===== config.mk =====
export PLATFORM = sky130hd
export DESIGN_NAME = uart_cfg
export DESIGN_NICKNAME = d
export VERILOG_FILES = /design/src/rtl/uart_cfg.sv
export SDC_FILE = /design/constraint.sdc
export NUM_CORES = 1
export LEC_CHECK = 0
export BUFFER_PORTS_ARGS = -buffer_cell sky130_fd_sc_hd__buf_2
export CORE_ASPECT_RATIO = 1.75
export CORE_MARGIN = 5
export CORE_UTILIZATION = 50
export CTS_BUF_LIST = sky130_fd_sc_hd__clkbuf_8 sky130_fd_sc_hd__clkbuf_16
export CTS_CLUSTER_DIAMETER = 120
export DETAILED_ROUTE_END_ITERATION = 16
export PLACE_DENSITY = 0.76
export SYNTH_ARGS = -nofsm -noshare
export SYNTH_HDL_FRONTEND = slang
export SYNTH_SLANG_ARGS = --single-unit

===== constraint.sdc =====
create_clock -name clk -period 3.1 [get_ports clk]
set_clock_uncertainty 0.15 [all_clocks]
set_input_delay 0.62 -clock clk [delete_from_list [all_inputs] [get_ports clk]]
set_output_delay 0.62 -clock clk [all_outputs]
set_load 0.03 [all_outputs]

===== src/rtl/uart_cfg.sv =====
// Full-duplex UART: configurable width/parity/stop/oversampling, ready/valid byte ports.
// Prescalers restart at frame start; RX bits are a 3-sample majority around mid-bit.
module uart_cfg #(
    parameter int CLK_DIV    = 325,
    parameter int OVERSAMPLE = 16,
    parameter int DATA_BITS  = 8,
    parameter int PARITY     = 0,
    parameter int STOP_BITS  = 1
) (
    input  logic                 clk,
    input  logic                 rst,
    input  logic                 rx,
    output logic                 tx,
    input  logic                 tx_valid,
    output logic                 tx_ready,
    input  logic [DATA_BITS-1:0] tx_data,
    output logic                 rx_valid,
    output logic [DATA_BITS-1:0] rx_data,
    output logic                 rx_parity_err,
    output logic                 rx_frame_err,
    output logic                 rx_busy,
    output logic                 tx_busy
);
    localparam int PW = $clog2(CLK_DIV);
    localparam int TW = $clog2(OVERSAMPLE);
    localparam int BW = $clog2(DATA_BITS);
    localparam logic [PW-1:0] PRE_MAX  = PW'(CLK_DIV - 1);
    localparam logic [TW-1:0] TCK_MAX  = TW'(OVERSAMPLE - 1);
    localparam logic [TW-1:0] SMP_A    = TW'(OVERSAMPLE / 2 - 1);
    localparam logic [TW-1:0] SMP_B    = TW'(OVERSAMPLE / 2);
    localparam logic [TW-1:0] SMP_C    = TW'(OVERSAMPLE / 2 + 1);
    localparam logic [BW-1:0] BIT_LAST = BW'(DATA_BITS - 1);
    localparam bit HAS_PAR = (PARITY != 0);
    localparam bit ODD_PAR = (PARITY == 1);

    function automatic logic par_of(input logic [DATA_BITS-1:0] d);
        return ODD_PAR ? ~^d : ^d;
    endfunction

    // ---------------- transmitter ----------------
    typedef enum logic [2:0] {TX_IDLE, TX_START, TX_DATA, TX_PAR, TX_STOP} tx_st_t;

    tx_st_t               tx_st, tx_st_nx;
    logic [PW-1:0]        tx_pre;
    logic [TW-1:0]        tx_tcnt;
    logic [BW-1:0]        tx_bidx;
    logic                 tx_scnt;
    logic [DATA_BITS-1:0] tx_sh;
    logic                 tx_par;
    logic                 tx_tick, tx_bit_end, tx_stop_last, tx_acc;

    assign tx_tick      = (tx_pre == PRE_MAX);
    assign tx_bit_end   = tx_tick && (tx_tcnt == TCK_MAX);
    assign tx_stop_last = (tx_st == TX_STOP) && tx_bit_end && ((STOP_BITS == 1) || tx_scnt);
    // Ready on the final STOP cycle so a waiting word starts with no idle gap.
    assign tx_ready     = (tx_st == TX_IDLE) || tx_stop_last;
    assign tx_acc       = tx_valid && tx_ready;
    assign tx_busy      = !tx_ready;

    always_comb begin
        tx_st_nx = tx_st;
        tx       = 1'b1;
        case (tx_st)
            TX_IDLE:  ;
            TX_START: begin
                tx = 1'b0;
                if (tx_bit_end) tx_st_nx = TX_DATA;
            end
            TX_DATA: begin
                tx = tx_sh[0];
                if (tx_bit_end && (tx_bidx == BIT_LAST)) tx_st_nx = HAS_PAR ? TX_PAR : TX_STOP;
            end
            TX_PAR: begin
                tx = tx_par;
                if (tx_bit_end) tx_st_nx = TX_STOP;
            end
            TX_STOP: begin
                if (tx_stop_last) tx_st_nx = TX_IDLE;
            end
            default: tx_st_nx = TX_IDLE;
        endcase
        if (tx_acc) tx_st_nx = TX_START;
    end

    always_ff @(posedge clk) begin
        if (rst) begin
            tx_st   <= TX_IDLE;
            tx_pre  <= '0;
            tx_tcnt <= '0;
            tx_bidx <= '0;
            tx_scnt <= 1'b0;
            tx_sh   <= '0;
            tx_par  <= 1'b0;
        end else begin
            tx_st <= tx_st_nx;
            if (tx_acc) begin
                tx_pre  <= '0;
                tx_tcnt <= '0;
                tx_bidx <= '0;
                tx_scnt <= 1'b0;
                tx_sh   <= tx_data;
                tx_par  <= par_of(tx_data);
            end else if (tx_st != TX_IDLE) begin
                tx_pre <= tx_tick ? '0 : tx_pre + 1'b1;
                if (tx_tick) tx_tcnt <= (tx_tcnt == TCK_MAX) ? '0 : tx_tcnt + 1'b1;
                if (tx_bit_end) begin
                    case (tx_st)
                        TX_DATA: begin
                            tx_sh   <= tx_sh >> 1;
                            tx_bidx <= tx_bidx + 1'b1;
                        end
                        TX_STOP: tx_scnt <= 1'b1;
                        default: ;
                    endcase
                end
            end
        end
    end

    // ---------------- receiver ----------------
    typedef enum logic [2:0] {RX_IDLE, RX_START, RX_DATA, RX_PAR, RX_STOP, RX_WAIT} rx_st_t;

    rx_st_t               rx_st, rx_st_nx;
    logic                 rx_m, rx_s;
    logic [PW-1:0]        rx_pre;
    logic [TW-1:0]        rx_tcnt;
    logic [BW-1:0]        rx_bidx;
    logic [DATA_BITS-1:0] rx_sh;
    logic                 rx_smp_a, rx_smp_b, rx_perr;
    logic                 rx_tick, rx_dec, rx_maj, rx_done;

    assign rx_tick = (rx_pre == PRE_MAX);
    assign rx_dec  = rx_tick && (rx_tcnt == SMP_C);
    assign rx_maj  = (rx_smp_a & rx_smp_b) | (rx_smp_a & rx_s) | (rx_smp_b & rx_s);
    assign rx_busy = (rx_st != RX_IDLE);

    // The tick counter free-runs from the start edge; each state waits for its own
    // mid-bit decision, so successive decisions are exactly OVERSAMPLE ticks apart.
    always_comb begin
        rx_st_nx = rx_st;
        rx_done  = 1'b0;
        case (rx_st)
            RX_IDLE:  if (!rx_s) rx_st_nx = RX_START;
            RX_START: if (rx_dec) rx_st_nx = rx_maj ? RX_IDLE : RX_DATA;
            RX_DATA:  if (rx_dec && (rx_bidx == BIT_LAST)) rx_st_nx = HAS_PAR ? RX_PAR : RX_STOP;
            RX_PAR:   if (rx_dec) rx_st_nx = RX_STOP;
            RX_STOP: begin
                if (rx_dec) begin
                    rx_done  = 1'b1;
                    rx_st_nx = rx_maj ? RX_IDLE : RX_WAIT;
                end
            end
            RX_WAIT:  if (rx_s) rx_st_nx = RX_IDLE;
            default:  rx_st_nx = RX_IDLE;
        endcase
    end

    always_ff @(posedge clk) begin
        if (rst) begin
            rx_m          <= 1'b1;
            rx_s          <= 1'b1;
            rx_st         <= RX_IDLE;
            rx_pre        <= '0;
            rx_tcnt       <= '0;
            rx_bidx       <= '0;
            rx_sh         <= '0;
            rx_smp_a      <= 1'b1;
            rx_smp_b      <= 1'b1;
            rx_perr       <= 1'b0;
            rx_valid      <= 1'b0;
            rx_data       <= '0;
            rx_parity_err <= 1'b0;
            rx_frame_err  <= 1'b0;
        end else begin
            rx_m     <= rx;
            rx_s     <= rx_m;
            rx_st    <= rx_st_nx;
            rx_valid <= rx_done;
            if (rx_st == RX_IDLE) begin
                rx_pre  <= '0;
                rx_tcnt <= '0;
                rx_bidx <= '0;
                rx_perr <= 1'b0;
            end else begin
                rx_pre <= rx_tick ? '0 : rx_pre + 1'b1;
                if (rx_tick) rx_tcnt <= (rx_tcnt == TCK_MAX) ? '0 : rx_tcnt + 1'b1;
            end
            if (rx_tick && (rx_tcnt == SMP_A)) rx_smp_a <= rx_s;
            if (rx_tick && (rx_tcnt == SMP_B)) rx_smp_b <= rx_s;
            if (rx_dec) begin
                case (rx_st)
                    RX_DATA: begin
                        rx_sh   <= {rx_maj, rx_sh[DATA_BITS-1:1]};
                        rx_bidx <= rx_bidx + 1'b1;
                    end
                    RX_PAR:  rx_perr <= (rx_maj != par_of(rx_sh));
                    RX_STOP: begin
                        rx_data       <= rx_sh;
                        rx_parity_err <= rx_perr;
                        rx_frame_err  <= !rx_maj;
                    end
                    default: ;
                endcase
            end
        end
    end

endmodule


# ---- After elaboration in Yosys (flattened, before gate mapping)
# Index checks and enable logic that the tools add are counted.
dict set report totals {
  register_bits 71
  output_inout_bits 15
  wordCells 130
}
dict set report op_classes {
  addsub 6
  eq_ne 34
  n_mux 30
  bitwise 7
  n_reduce_logical 32
}
# cell count
set ops {}
lappend ops {{two-way mux 3 bit} 14}
lappend ops {{two-way mux 8 bit} 4}
lappend ops {{!= test 2 bit, second input constant} 11}
lappend ops {{adder 9 x 1 -> 9 bit, second input constant} 2}
lappend ops {{equality test 9 bit, second input constant} 2}
lappend ops {{case mux 3 bit (6 select lines)} 1}
lappend ops {{equality test 4 bit, second input constant} 4}
lappend ops {{parity 8 bit} 2}
lappend ops {{equality test 3 bit, second input constant} 5}
lappend ops {{case mux 3 bit (5 select lines)} 1}
lappend ops {{equality test 3 x 2 -> 1 bit, second input constant} 4}
lappend ops {{!= test 3 bit, second input constant} 4}
lappend ops {{AND reduction 5 bit} 2}
lappend ops {{two-way mux 9 bit} 1}
lappend ops {{adder 4 x 1 -> 4 bit, second input constant} 2}
lappend ops {{logical AND 1 bit} 8}
lappend ops {{two-way mux 4 bit} 2}
lappend ops {{adder 3 x 1 -> 3 bit, second input constant} 2}
lappend ops {{equality test 3 x 1 -> 1 bit, second input constant} 2}
lappend ops {{logical NOT 3 bit} 2}
lappend ops {{AND reduction 2 bit} 3}
lappend ops {{AND reduction 3 bit} 2}
lappend ops {{AND reduction 6 bit} 1}
lappend ops {{nonzero test 2 bit} 3}
lappend ops {{other kinds (13)} 25}

# ---- Depth between registers and ports, before layout
dict set report depth {
  word_depth 7
  ltp_mapped 8
  mapped_depth_nobuf 7
}

# ---- Worst setup path after synthesis
# Ideal clock, no wire load.
dict set report synth_path {
  path_kind {flip-flop to output port}
  start {register tx_pre[0]}
  end {output tx_busy}
  t_arrival_ns 1.966
  t_required_ns 2.330
  path_slack_ns 0.364
  stages_incl_launch_ff 7
  path_buffers 0
  cell_sequence {dfxtp_1 > inv_1 > ha_1 > and4bb_2 > a31oi_1 > nor3_1 > inv_1}
}
dict set report synth_via {
  elab_chain_cells 5
}
# item line_no
set synth_rtl {}
lappend synth_rtl {{from (decl)} 44} ;# logic [PW-1:0] tx_pre;
lappend synth_rtl {{from (signal assigned)} 104} ;# tx_pre <= tx_tick ? '0 : tx_pre + 1'b1;
lappend synth_rtl {{equality test 9 bit} 52} ;# assign tx_tick = (tx_pre == PRE_MAX);
lappend synth_rtl {{logical AND 1 bit} 53} ;# assign tx_bit_end = tx_tick && (tx_tcnt == TCK_MAX);
lappend synth_rtl {{logical AND 1 bit} 54} ;# assign tx_stop_last = (tx_st == TX_STOP) && tx_bit_end && ((STOP_BITS == 1) || tx_scnt);
lappend synth_rtl {{logical OR 1 bit} 56} ;# assign tx_ready = (tx_st == TX_IDLE) || tx_stop_last;
lappend synth_rtl {{via tx_ready} 15} ;# output logic tx_ready,
lappend synth_rtl {{logical NOT 1 bit} 58} ;# assign tx_busy = !tx_ready;
lappend synth_rtl {{to (decl)} 22} ;# output logic tx_busy
# The timed path passes the listed nets, and every way through them passes these cells.

# ---- Worst setup path in the final report
dict set report layout_path {
  start {register tx_pre[0]}
  end {output tx_busy}
}
dict set report layout_via {
  elab_chain_cells 5
}
# item line_no
set layout_rtl {}
lappend layout_rtl {{equality test 9 bit} 52}
lappend layout_rtl {{logical AND 1 bit} 53}
lappend layout_rtl {{logical AND 1 bit} 54}
lappend layout_rtl {{logical OR 1 bit} 56}
lappend layout_rtl {{logical NOT 1 bit} 58}
# Every way passes these cells.

==> results.yml <==
run_status:
  outcome: "finished, final reports clean"
floorplan:
  ios: 27
  start_util_pct: 51.0
  dieArea_um2: 8420
  num_rows: 39
  core_area_um2: 6490
  die_x_um: 71.5
  die_h_um: 118
clock_tree:
  tritoncts: "yes"
  cts.repair.resized: 0
  hold_buffers: 0
  post_cts_buffers: 0
  cts.sinks: 71
  htree_num_levels: 3
  cts-root-buf: "clkbuf_16"
  cts.clk_slew.worst_paths_ns: 0.05
  worstSkewPairLatency_ns: 0.33
  numCtsBuffers: 9
  clock_path_buffers: 2
synth:
  avgSynthCellArea_um2: 8.58
  ys_warn_count: 0
  netlist_area_um2: 3310
  ys_types: 47
  synth_compound_area_share_pct: 11.1
  synth_flop_cell: "dfxtp_1"
  synth-seq-cells: 71
  synth_top_family_by_area: "simple AND/OR/NAND/NOR gates"
  synthAdderAreaFrac_pct: 4.84
  yosysSeqAreaShare_pct: 42.9
  synth_mux_area_share_pct: 1.21
  synth_xor_area_share_pct: 9.52
  synth-edff-count: 0
  syn_inst: 386
  synthArstFlopShare_pct: 0
  synth_nets: 410
  synthSimpleGateAreaFrac_pct: 26.1
global_routing:
  grt_max_degree: 24
  grt_pass1_wl_mm: 11.3
  grtUsageTotal_pct: 16.7
  antenna_found_initial: 0
  overflow: 0
  grt_pass1_vias: 2657
critical_path:
  worstPathArrival_ns: 1.86
  reg2reg_slack_ns: 0.75
  critPathLaunch: "tx_pre[0]$_SDFFE_PP0P_"
  critPathCaptureType: "output pin"
  reg2reg_from: "tx_pre[0]$_SDFFE_PP0P_"
  path_max_fanout: 5
  crit_top_cell: "inv_1"
  cp_cell_sequence: "inv_1 -> ha_1 -> and4bb_2 -> a31oi_1 -> nor3_1 -> inv_1 -> buf_2"
  worstPathRequired_ns: 2.33
  path_buf_inv: 3
  cpLargestDelayFamily: "flip-flops"
  critPathKind: "flip-flop to output pin"
  slowest_stage: "dfxtp_1"
  crit_path_start_kind: "flip-flop"
  slowest_delay_ns: 0.38
timing:
  hold_viol_final: 0
  fin_tns_setup_ns: 0
  max_freq_mhz: 380
  drv_slew: 0
  fin_ws_ns: 0.467
  finalCritPeriodShare_pct: 84.9
  rsz0062_at_grt: "false"
  worst_slew_pin_slew_ns: 0.659
  setup_viol: 0
  slew_headroom_pct: 55.9
  fin_crit_ns: 2.63
final_layout:
  multi_input_area_um2: 1750
  drive_gt1_share_pct: 14.6
  most-common-layout-cells: "dfxtp_1, nand2_1, a21oi_1"
  final_common_cell: "dfxtp_1"
  nNetsFinal: 429
  areaGrowthSynthToFinish_pct: 13.9
  fillers: 545
  final_cell_area_um2: 3770
  antenna_cells: 0
  final-seq-area_um2: 1420
routing:
  wl_mm: 6.58
  drt_first_pass_iters: 4
  drtIter0Drc: 127
  via_per_inst: 5.38
  drc_errors: 0
  ant_nets: 0
  vias: 2645
  wl_per_cell_um: 13.4
min_path:
  hold_start: "rx_m$_SDFF_PP1_"
  min_path_type: "flip-flop to flip-flop"
power:
  combPwrFrac_pct: 6.3
  swShare_pct: 21.1
  ir_drop_v: 0.000462
  power.total_mw: 2.18
  leakage_nw: 1.38
  clkPwrFrac_pct: 50.3
  powerDensity_nw_per_um2: 579
  p_switching_mw: 0.460
  p_int_mw: 1.72
  seqPwrFrac_pct: 43.3
placement:
  post_dp_cell_area_um2: 3450
  portBuffers: 26
  dp_slack_ns: 0.777
  dp_hpwl_mm: 4.78
  gp_congestion: 0.802
job:
  drv_cap: 0
[final timing paths]
kind                                               end  depth (start not counted)
worst max register to register  tx_pre[0]$_SDFFE_PP0P_                          7
worst min-delay path                   rx_s$_SDFF_PP1_                          1
worst min register to register         rx_s$_SDFF_PP1_                          1
worst max-delay path                           tx_busy                          7
[synthesized netlist by cell type, types with 4 or more instances]
cell type  count  share of area (%)
mux2i_1        4                1.2
clkbuf_1      12                1.4
dfxtp_1       71                 43
nor2_2         7                1.3
buf_6          4                1.4
ha_1          12                4.5
nand2_1       66                7.5
xnor2_1       23                6.1
a22oi_1        4               0.91
xor2_1        13                3.4
a311oi_1       4                1.1
a211oi_1       6                1.4
a21oi_1       35                5.3
nor2_1        30                3.4
inv_1         10                1.1
nor3_1         6               0.91
nand3_1       19                2.9
nand2b_1       7                1.3
and3_1         8                1.5
nand4_1        6                1.1
[metrics by stage]
stage,hold slack [ns],utilization (%),cells
4_1_cts,0.275,58.1,492
3_3_place_gp,0.266,53.1,476
5_1_grt,0.280,58.1,492
2_1_floorplan,0.239,-,386
3_5_place_dp,0.263,53.1,476
6_report,0.268,58.1,492
[final cells by class]
| cell class | count | share of cell area (%) |
|---|---|---|
| Multi-Input combinational cell | 286 | 46.3 |
| Sequential cell | 71 | 37.7 |
| Clock buffer | 11 | 6.70 |
| Timing Repair Buffer | 27 | 3.65 |
| Tap cell | 82 | 2.72 |
| Clock inverter | 5 | 1.92 |
| Inverter | 10 | 0.995 |
[routing by layer]
| layer | share of wire [%] | routed length (um) | vias up | GRT usage [%] |
|---|---|---|---|---|
| li1 | - | - | 1345 | - |
| met1 | 40 | 2630 | 1238 | 17.1 |
| met2 | 54 | 3570 | 50 | 29.7 |
| met3 | 3.5 | 230 | 12 | 4.53 |
| met4 | 2.2 | 144 | 0 | 9.18 |
| met5 | 0 | 0 | - | 0 |
[cell families (layout without fill, tap and decap cells)]
family | count (synthesis) | count (layout)
simple gates | 173 | 173
flops | 71 | 71
compound gates | 60 | 60
xor+xnor | 36 | 36
buf+inv | 29 | 53
fa+ha+maj | 13 | 13
mux | 4 | 4
[registers in the layout, indices dropped and copies added, names as in the netlist]
register       flops
rx_pre             9
rx_s               1
rx_perr            1
rx_sh              8
rx_m               1
tx_st              3
tx_par             1
tx_sh              8
tx_pre             9
tx_bidx            3
rx_valid           1
rx_bidx            3
tx_tcnt            4
rx_smp_b           1
rx_parity_err      1
rx_frame_err       1
rx_smp_a           1
rx_data            8
rx_tcnt            4
rx_st              3
[power groups by stage]
stage          Clock [mW]  Combinational (mW)  Sequential, mW
2_1_floorplan           0               0.116           0.960
3_3_place_gp            0               0.136           0.965
3_5_place_dp            0               0.138           0.965
4_1_cts              1.12               0.139           0.946
5_1_grt              1.17               0.153           0.949
6_report             1.10               0.138           0.946
Note: power is estimated with default switching activity, not from simulation.
